File: src/rtl/fifo256_to_pipe32.sv
// Drains 256-bit words from the ADC packing FIFO and serializes them LSB-first
// into 32-bit host pipe words, with a two-deep word buffer for gap-free reads.
module fifo256_to_pipe32 #(
    parameter int OUT_W      = 32,
    parameter int BLK_THRESH = 8
) (
    input  logic             p0_rd_clk,
    input  logic             rst,
    input  logic             p0_empty,
    input  logic             p0_valid,
    input  logic [5:0]       p0_rd_data_cnt,
    input  logic [255:0]     p0_data_i,
    output logic             p0_rd_en,
    input  logic             pipe_rd,
    output logic [OUT_W-1:0] pipe_dout,
    output logic             pipe_blk_rdy,
    output logic [31:0]      word_cnt,
    output logic             underrun
);

    localparam int            SLICES   = 256 / OUT_W;
    localparam int            IDX_W    = $clog2(SLICES);
    localparam logic [IDX_W-1:0] IDX_LAST = IDX_W'(SLICES - 1);
    localparam logic [6:0]    THRESH   = 7'(BLK_THRESH);

    logic [255:0]     cur_buf;
    logic [255:0]     nxt_buf;
    logic             cur_vld;
    logic             nxt_vld;
    logic             fetch_pend;
    logic [IDX_W-1:0] idx;

    logic drain;
    logic drain_last;
    logic load;
    logic cur_free;
    logic load_cur;
    logic load_nxt;

    // Words held here plus words still in the FIFO; 7 bits so the sum cannot wrap.
    function automatic logic [6:0] occupancy(input logic [5:0] fifo_cnt,
                                             input logic       a,
                                             input logic       b,
                                             input logic       c);
        return {1'b0, fifo_cnt} + {6'd0, a} + {6'd0, b} + {6'd0, c};
    endfunction

    assign p0_rd_en = !rst && !p0_empty && !fetch_pend && !(cur_vld && nxt_vld);

    assign drain      = pipe_rd && cur_vld;
    assign drain_last = drain && (idx == IDX_LAST);
    assign load       = p0_valid && fetch_pend;

    // A returning word may go straight into cur when cur empties on this very edge.
    assign cur_free = !cur_vld || (drain_last && !nxt_vld);
    assign load_cur = load && cur_free;
    assign load_nxt = load && !cur_free;

    assign pipe_dout = cur_buf[idx*OUT_W +: OUT_W];

    always_ff @(posedge p0_rd_clk) begin
        if (rst) begin
            cur_buf      <= '0;
            cur_vld      <= 1'b0;
            nxt_vld      <= 1'b0;
            fetch_pend   <= 1'b0;
            idx          <= '0;
            word_cnt     <= '0;
            underrun     <= 1'b0;
            pipe_blk_rdy <= 1'b0;
        end else begin
            if (p0_rd_en) begin
                fetch_pend <= 1'b1;
            end else if (load) begin
                fetch_pend <= 1'b0;
            end

            if (pipe_rd && !cur_vld) begin
                underrun <= 1'b1;
            end

            if (drain) begin
                word_cnt <= word_cnt + 32'd1;
                if (idx != IDX_LAST) begin
                    idx <= idx + 1'b1;
                end else if (nxt_vld) begin
                    cur_buf <= nxt_buf;
                    idx     <= '0;
                    nxt_vld <= 1'b0;
                end else begin
                    cur_vld <= 1'b0;
                end
            end

            // Later assignments win over the drain updates above.
            if (load_cur) begin
                cur_buf <= p0_data_i;
                cur_vld <= 1'b1;
                idx     <= '0;
            end
            if (load_nxt) begin
                nxt_buf <= p0_data_i;
                nxt_vld <= 1'b1;
            end

            pipe_blk_rdy <= occupancy(p0_rd_data_cnt, cur_vld, nxt_vld, fetch_pend) >= THRESH;
        end
    end

endmodule
File: config.mk
export PLATFORM = sky130hd
export DESIGN_NAME = fifo256_to_pipe32
export DESIGN_NICKNAME = d
export VERILOG_FILES = /design/src/rtl/fifo256_to_pipe32.sv
export SDC_FILE = /design/constraint.sdc
export NUM_CORES = 1
export LEC_CHECK = 0
export ABC_AREA = 1
export CAP_MARGIN = 20
export CORE_MARGIN = 5
export CORE_UTILIZATION = 39
export DETAILED_ROUTE_END_ITERATION = 16
export PLACE_DENSITY_LB_ADDON = 0.25
export SYNTH_ARGS = -nofsm -noshare
export SYNTH_HDL_FRONTEND = slang
export SYNTH_SLANG_ARGS = --single-unit
File: constraint.sdc
create_clock -name p0_rd_clk -period 7.9 [get_ports p0_rd_clk]
set_input_delay 1.185 -clock p0_rd_clk [delete_from_list [all_inputs] [get_ports p0_rd_clk]]
set_output_delay 1.185 -clock p0_rd_clk [all_outputs]
set_load 0.005 [all_outputs]
==> flow_summary.json, run 1 <==
{
  "status": "finished clean",
  "nets": 3432,
  "fp-row-count": 92,
  "synthesis.area_mm2": 0.02459,
  "grt_start_max_net_pins": 195,
  "grt.total_usage_pct": 23.08,
  "start_util_pct": 39.19,
  "tns_ns": 0,
  "ys_seq_area_share_pct": 55.37,
  "cts_hold_buffers": 0,
  "arrival_ns": 4.24,
  "clock_latency_ns": 0.64,
  "max-slew-margin-rel_pct": 29.53,
  "vdd.ir_drop.worst_mv": 0.2147,
  "wl_per_cell_um": 20.47,
  "ys_seq_elements": 552,
  "drc": 0,
  "tightest_slew_ns": 1.057,
  "rrSetupSlack_ns": 3.68,
  "cts_resized": 0,
  "leakagePower_nw": 11.21,
  "grt_pass1_wl_um": 122600,
  "syn_to_final_growth_pct": 23.43,
  "synth_top_area_share_pct": 31.27,
  "clockBufferDepth": 3,
  "via_per_inst": 5.312,
  "grt_setup_unrepaired": "no",
  "cap_violations": 0,
  "synth_top_cells_by_area": "edfxtp_1 (31%), dfxtp_1 (24%), nand3_1 (11%)",
  "dr_total_vias": 21570,
  "pin_count": 334,
  "crit_chain": "buf_4 > inv_2 > buf_4 > nor2_1 > o22ai_1 > nand2_1 > nand2_1 > clkdlybuf4s50_1",
  "syn-num-nets": 3228,
  "grt-ovfl-total": 0,
  "final_layout_size_suffix_gt1_share_pct": 4.020,
  "power.density_mw_per_mm2": 206.9,
  "synth_cells": 2954,
  "first_pass_iters": 5,
  "multi_input_area_mm2": 0.008884,
  "port_buffers": 333,
  "end_kind": "output pin",
  "ant_nets": 0,
  "place.detailed.hpwl_um": 56010,
  "cp-start-kind": "register",
  "cts-root-buf": "clkbuf_16",
  "synthArstFlopShare_pct": 0,
  "regArea_mm2": 0.01362,
  "antenna_found_initial": 6,
  "critPathMaxFanout": 68,
  "crit_type": "reg -> out",
  "synth_warnings": 0,
  "grt_pass1_vias": 20510,
  "post-cts-setup-buffers": 0,
  "slowest_stage": "dfxtp_4",
  "fmax_ghz": 0.1844,
  "cts_buffers": 60,
  "die_h_um": 261.1,
  "synth_ff_type": "dfxtp_1",
  "die-area_mm2": 0.06817,
  "power_mw": 6.280,
  "design.core.area_mm2": 0.06274,
  "drt_iter0_markers": 2306,
  "finClkSkew_ns": 0.01496,
  "min_path_type": "reg -> reg",
  "final.min_clock_period_ns": 5.424,
  "cts.reportedPaths.clkPinSlew_ns": 0.06,
  "fillCellCount": 5956,
  "htree_levels": 2,
  "cts_tree": "yes",
  "synth_enable_flop_cells": 256,
  "min_period_over_period_pct": 68.66,
  "slowest_delay_ns": 0.90,
  "setup_violations": 0,
  "die_w_um": 261.1,
  "clkSinkCount": 552,
  "slew_viol_final": 0,
  "finalHoldViolations": 0,
  "avgSynthCellArea_um2": 8.323,
  "yosysTopAreaCell": "edfxtp_1",
  "wl_um": 83110,
  "crit_required_ns": 6.71,
  "yosysUniqueCellTypes": 30,
  "gp_congestion": 0.8839
}
-- critical path, delay by kind of cell, from the launching register on --
family          cells  cell delay [ns]
simple gates        3             0.64
flops               1             0.90
buf+inv             4             1.84
compound gates      1             0.14
-- power by group --
part / total [mW] / internal (mW) / switching, mW / leakage, nW
combinational: 0.426 / 0.196 / 0.230 / 5.56
clock: 2.79 / 1.60 / 1.19 / 0.959
sequential: 3.06 / 3.03 / 0.0306 / 4.70
-- cells in the final DEF, fill, tap and decap left out, drive strengths merged, types with 5 or more instances in the layout --
cell type,n
clkbuf,79
o22ai,64
dfxtp,296
a21oi,274
buf,24
diode,6
o21ai,73
mux2i,64
ha,5
clkdlybuf4s50,332
nand3,542
nor2,133
nand2,693
edfxtp,256
clkinv,24
nand4,8
inv,319
-- stage by stage --
stage               hold WS (ns)  utilization [%]  instance area, µm²  cells  setup WS [ns]
floorplan                 0.4581                -               24590   2954         0.2866
global placement          0.4545            45.03               28250   3937          2.806
detailed placement        0.4696            45.07               28270   3938          2.688
CTS                       0.4830            48.18               30220   4051          2.439
global route              0.4983            48.37               30350   4061          2.349
finish                    0.4822            48.37               30350   4061          2.476
-- path summary, 6_finish.rpt --
path	startpoint	end	cells past startpoint
hold reg to reg	cur_buf[157]	cur_buf[157]	2
hold / removal	cur_buf[157]	cur_buf[157]	2
setup / recovery	idx[0]	pipe_dout[27]	8
setup reg to reg	idx[0]	cur_buf[127]	11
-- layout make-up --
cell class	instances	area share (%)
inverters	315	3.970
multi-input cells	1872	29.27
repair buffers	357	11.92
flip-flops and latches	552	44.88
well taps	846	3.488
diodes	6	0.04947
clock inverters	35	1.010
clock buffers	78	5.409
-- state kept, by name, summed over array words and instances, names as in the netlist --
signal and count:
cur_buf 256, underrun 1, pipe_blk_rdy 1, word_cnt 32, fetch_pend 1, idx 3, nxt_vld 1, cur_vld 1
nxt_buf 256
-- synth_stat cells, types with 2 or more instances --
| library cell | count |
|---|---|
| a21oi_1 | 274 |
| nand2_2 | 2 |
| fa_1 | 2 |
| mux2i_1 | 64 |
| a22oi_1 | 2 |
| nand3_1 | 542 |
| nand2_1 | 691 |
| buf_1 | 35 |
| buf_2 | 83 |
| dfxtp_1 | 296 |
| edfxtp_1 | 256 |
| nand4_1 | 8 |
| buf_4 | 7 |
| inv_1 | 313 |
| nor2_1 | 130 |
| o22ai_1 | 64 |
| nor3_1 | 2 |
| clkbuf_1 | 90 |
| nor2_2 | 3 |
| and3_1 | 2 |
| o21ai_0 | 73 |
| ha_1 | 5 |
| xnor2_1 | 2 |
| o21a_1 | 2 |
-- cells by family (layout without fill, tap and decap cells) --
kind of cell	Yosys count	after routing	share of synthesized area, %
and+or+nand+nor	1380	1380	23.99
xor gates and xnor gates	2	2	0.07126
other	0	6	0
buffers and inverters	530	785	8.620
DFF	552	552	55.37
adders and majority gates	7	7	0.4173
AOI/OAI and AO/OA	419	419	8.931
muxes	64	64	2.605
-- layer usage --
layer	track usage [%]	part of all wire [%]	up-vias
met5	0	0	-
met4	8.584	3.9	0
met3	3.654	7.8	144
met2	37.36	47	869
met1	31.49	41	10330
li1	-	-	10240
Power figures use the tool's default switching activity.
==> run 2: changes to the inputs <==
==> constraint.sdc (replaced) <==
create_clock -name p0_rd_clk -period 5.1 [get_ports p0_rd_clk]
set_input_delay 0.765 -clock p0_rd_clk [delete_from_list [all_inputs] [get_ports p0_rd_clk]]
set_output_delay 0.765 -clock p0_rd_clk [all_outputs]
set_load 0.005 [all_outputs]
==> flow_summary.json, run 2 (same netlist as run 1, synthesis figures left out) <==
{
  "cts-root-buf": "clkbuf_16",
  "finClkSkew_ns": 0.02910,
  "first_pass_iters": 6,
  "die-area_mm2": 0.06817,
  "clkSinkCount": 552,
  "top_regs": "cur_buf x256, nxt_buf x256, word_cnt x32",
  "final_layout_size_suffix_gt1_share_pct": 4.078,
  "pin_count": 334,
  "wl_met1_um": 34510,
  "critPathMaxFanout": 49,
  "layout_commonest_cell": "nand2_1",
  "tns_ns": 0,
  "end_kind": "output pin",
  "p_sw_share_pct": 22.74,
  "slew_viol_final": 0,
  "p_switching_mw": 2.214,
  "crit_type": "reg -> out",
  "wl_um": 84680,
  "die_w_um": 261.1,
  "min_path_type": "reg -> reg",
  "cts_buffers": 59,
  "cp-start-kind": "register",
  "mostFrequentLayoutCells": "nand2_1 (688), nand3_1 (542), clkdlybuf4s50_1 (332)",
  "grt_setup_unrepaired": "no",
  "clock_latency_ns": 0.63,
  "max-slew-margin-rel_pct": 17.04,
  "cts_resized": 0,
  "power_frac_clock_pct": 44.4,
  "fin_cells": 4068,
  "setup_violations": 0,
  "antenna_found_initial": 12,
  "design.core.area_mm2": 0.06274,
  "hold_path_depth": 2,
  "htree_levels": 2,
  "arrival_ns": 3.70,
  "gp_congestion": 0.9258,
  "wl_per_cell_um": 20.82,
  "cts.reportedPaths.clkPinSlew_ns": 0.06,
  "syn_to_final_growth_pct": 23.94,
  "power.density_mw_per_mm2": 319.6,
  "nets": 3436,
  "fmax_ghz": 0.2238,
  "start_util_pct": 39.19,
  "vdd.ir_drop.worst_mv": 0.2998,
  "clockBufferDepth": 3,
  "grt_start_max_net_pins": 257,
  "grt.total_usage_pct": 23.70,
  "grt_pass1_vias": 20780,
  "port_buffers": 333,
  "finalHoldViolations": 0,
  "via_per_inst": 5.347,
  "die_h_um": 261.1,
  "tightest_slew_ns": 1.244,
  "cap_violations": 0,
  "drt_iter0_markers": 2225,
  "drc": 0,
  "power_frac_comb_pct": 6.9,
  "dp.cells": 3947,
  "seqPwrFrac_pct": 48.7,
  "ant_nets": 0,
  "top_layer_used": "met5",
  "cts_hold_buffers": 0,
  "routed-wl-met2_um": 40890,
  "p_int_mw": 7.524,
  "status": "finished clean",
  "dpl_worst_slack_ns": 1.394,
  "leakagePower_nw": 11.24,
  "post-cts-setup-buffers": 0,
  "final.min_clock_period_ns": 4.469,
  "place.detailed.hpwl_um": 57440,
  "min_period_over_period_pct": 87.62,
  "grt-ovfl-total": 0,
  "fin_ws_ns": 0.6312,
  "dr_total_vias": 21750,
  "grt_pass1_wl_um": 125400,
  "reg2regPathDepth": 11,
  "met3_length_um": 6822,
  "cts_tree": "yes",
  "power_mw": 9.738,
  "fp-row-count": 92,
  "crit_required_ns": 4.34
}
run 2: changes by cell type in the layout (fill, tap and decap cells not counted), moves of 2 or more:
cell	change
buf_16	-5
diode_2	+4
clkinv_1	-2
buf_4	-3
clkbuf_8	+4
buf_12	+13
inv_16	-2
clkbuf_1	+4
clkinv_2	-6
run 2: power groups by stage:
stage / clock [mW] / sequential (mW) / combinational [mW]
detailed placement: 0 / 4.84 / 0.663
global route: 4.59 / 4.75 / 0.721
CTS: 4.40 / 4.74 / 0.666
finish: 4.32 / 4.75 / 0.669
floorplan: 0 / 4.82 / 0.281
global placement: 0 / 4.84 / 0.656
run 2: critical path, stage by stage, from the launching register on:
cell and delay (ns):
dfxtp_4 0.55, inv_2 0.76, buf_4 0.45, nor2_1 0.07
o22ai_1 0.28, nand2_1 0.22, nand2_1 0.18, clkdlybuf4s50_1 0.52
run 2: cell type report:
class	count	area, µm²
flip-flops and latches	552	13620
well taps	846	1059
inverters	315	1201
fillers	6104	32260
multi-input cells	1872	8900
repair buffers	362	3717
clock inverters	25	240.2
clock buffers	86	1712
diodes	10	25.02
run 2: worst paths after layout:
| kind | start | end | slack [ns] |
|---|---|---|---|
| worst max-delay path | idx[0] | pipe_dout[21] | 0.63 |
| worst min-delay path | underrun | underrun | 0.47 |
| worst max register to register | idx[0] | cur_buf[200] | 1.50 |
| worst min register to register | underrun | underrun | 0.47 |
run 2: routing by layer:
layer  vias up  track usage, %
li1      10270               -
met1     10440           31.99
met2       927           39.44
met3       116           3.895
met4         2           7.270
met5         -               0
run 2: metrics by stage:
stage                     area (µm²)  util, %  hold slack (ns)
after floorplan                24630        -           0.4581
after global placement         28500    45.42           0.4551
after detailed placement       28500    45.42           0.4599
after CTS                      30450    48.54           0.4744
after global routing           30470    48.57           0.5003
final                          30470    48.58           0.4738
==> run 3: changes to the inputs <==
--- a/config.mk
+++ b/config.mk
@@ -8,9 +8,9 @@
 export ABC_AREA = 1
 export CAP_MARGIN = 20
 export CORE_MARGIN = 5
-export CORE_UTILIZATION = 39
+export CORE_UTILIZATION = 40
 export DETAILED_ROUTE_END_ITERATION = 16
-export PLACE_DENSITY_LB_ADDON = 0.25
+export PLACE_DENSITY = 0.58
 export SYNTH_ARGS = -nofsm -noshare
 export SYNTH_HDL_FRONTEND = slang
 export SYNTH_SLANG_ARGS = --single-unit
==> flow_summary.json, run 3 (same netlist as run 1, synthesis figures left out) <==
{
  "gp_congestion": 0.8725,
  "nets": 3431,
  "start_util_pct": 40.58,
  "min_period_over_period_pct": 83.82,
  "fmax_ghz": 0.2339,
  "met3_length_um": 6818,
  "slew_viol_final": 0,
  "vdd.ir_drop.worst_mv": 0.2448,
  "leakagePower_nw": 11.19,
  "cts_tree": "yes",
  "cts-root-buf": "clkbuf_16",
  "min_path_type": "in -> reg",
  "grt_start_max_net_pins": 257,
  "grt.total_usage_pct": 23.68,
  "critPathMaxFanout": 69,
  "clockBufferDepth": 3,
  "cts.reportedPaths.clkPinSlew_ns": 0.06,
  "first_pass_iters": 5,
  "crit_type": "reg -> out",
  "slowest_delay_ns": 0.73,
  "post-cts-setup-buffers": 0,
  "cts_hold_buffers": 0,
  "setup_violations": 0,
  "routed-wl-met2_um": 39950,
  "worst-path-buf-inv": 2,
  "wl_met1_um": 34180,
  "fin_area_mm2": 0.03030,
  "final_layout_size_suffix_gt1_share_pct": 3.835,
  "die-area_mm2": 0.06653,
  "cpLargestDelayFamily": "buffers and inverters",
  "tightest_slew_ns": 1.339,
  "finClkSkew_ns": 0.01695,
  "dpl_cell_area_mm2": 0.02833,
  "fillCellCount": 5802,
  "grt_setup_unrepaired": "no",
  "crit_required_ns": 4.34,
  "timing.hold.ws_ns": 0.4322,
  "drc": 0,
  "clock_latency_ns": 0.63,
  "cp-start-kind": "register",
  "port_buffers": 333,
  "drt_iter0_markers": 2094,
  "design.core.area_mm2": 0.06058,
  "dr_total_vias": 21450,
  "crit_chain": "buf_4 > o21ai_0 > o22ai_1 > nand2_1 > nand2_1 > clkdlybuf4s50_1",
  "cp_num_cells": 6,
  "die_w_um": 257.9,
  "cts_buffers": 61,
  "cts_resized": 0,
  "final.min_clock_period_ns": 4.275,
  "reg2regPathDepth": 10,
  "cpMostUsedCell": "nand2_1",
  "multi_input_area_mm2": 0.008900,
  "end_kind": "output pin",
  "status": "finished clean",
  "dp.cells": 3875,
  "syn_to_final_growth_pct": 23.23,
  "slowest_stage": "buf_4",
  "htree_levels": 2,
  "grt_pass1_wl_um": 123900,
  "power.density_mw_per_mm2": 319.3,
  "hold_path_depth": 2,
  "clkSinkCount": 552,
  "finalHoldViolations": 0,
  "dpl_worst_slack_ns": 1.574,
  "wl_per_cell_um": 20.83,
  "top_regs": "cur_buf x256, nxt_buf x256, word_cnt x32",
  "grt_pass1_vias": 20540,
  "via_per_inst": 5.369,
  "fp-row-count": 90,
  "max-slew-margin-rel_pct": 10.75,
  "die_h_um": 257.9,
  "fin_cells": 3995,
  "arrival_ns": 3.51,
  "regArea_mm2": 0.01362,
  "final_util_pct": 50.01,
  "layout_commonest_cell": "nand2_1",
  "fin_ws_ns": 0.8250,
  "wl_um": 83220,
  "top_layer_used": "met5",
  "ant_nets": 0,
  "grt-ovfl-total": 0,
  "mostFrequentLayoutCells": "nand2_1 (688), nand3_1 (542), clkdlybuf4s50_1 (332)",
  "antenna_found_initial": 7,
  "place.detailed.hpwl_um": 54830,
  "tns_ns": 0,
  "pin_count": 334,
  "power_mw": 9.674,
  "cap_violations": 0
}
run 3: changes by cell type in the layout (fill, tap and decap cells not counted), sizes merged:
cell and delta:
buf -7, bufinv -2, clkbuf +1, clkinv +1, diode -4, inv +2
run 3: final cells by class:
class	instances	area share (%)
inverters	315	3.964
clock inverters	26	0.6525
multi-input cells	1872	29.37
flip-flops and latches	552	44.95
well taps	782	3.229
diodes	6	0.04955
clock buffers	87	5.699
repair buffers	355	12.08
run 3: layer usage:
metal	global-route usage (%)	vias to the layer above
met3	5.090	115
met2	38.87	861
met5	0	-
met4	7.401	2
met1	31.56	10250
li1	-	10230
run 3: power breakdown:
part | switching [mW] | total, mW | internal (mW)
Sequential | 0.0472 | 4.74 | 4.69
Clock | 1.82 | 4.27 | 2.45
Combinational | 0.360 | 0.666 | 0.305
run 3: final timing paths:
check             endpoint  startpoint  slack, ns
min             fetch_pend         rst       0.43
max          pipe_dout[18]      idx[0]       0.83
min reg2reg       underrun    underrun       0.48
max reg2reg    cur_buf[55]      idx[1]       1.70
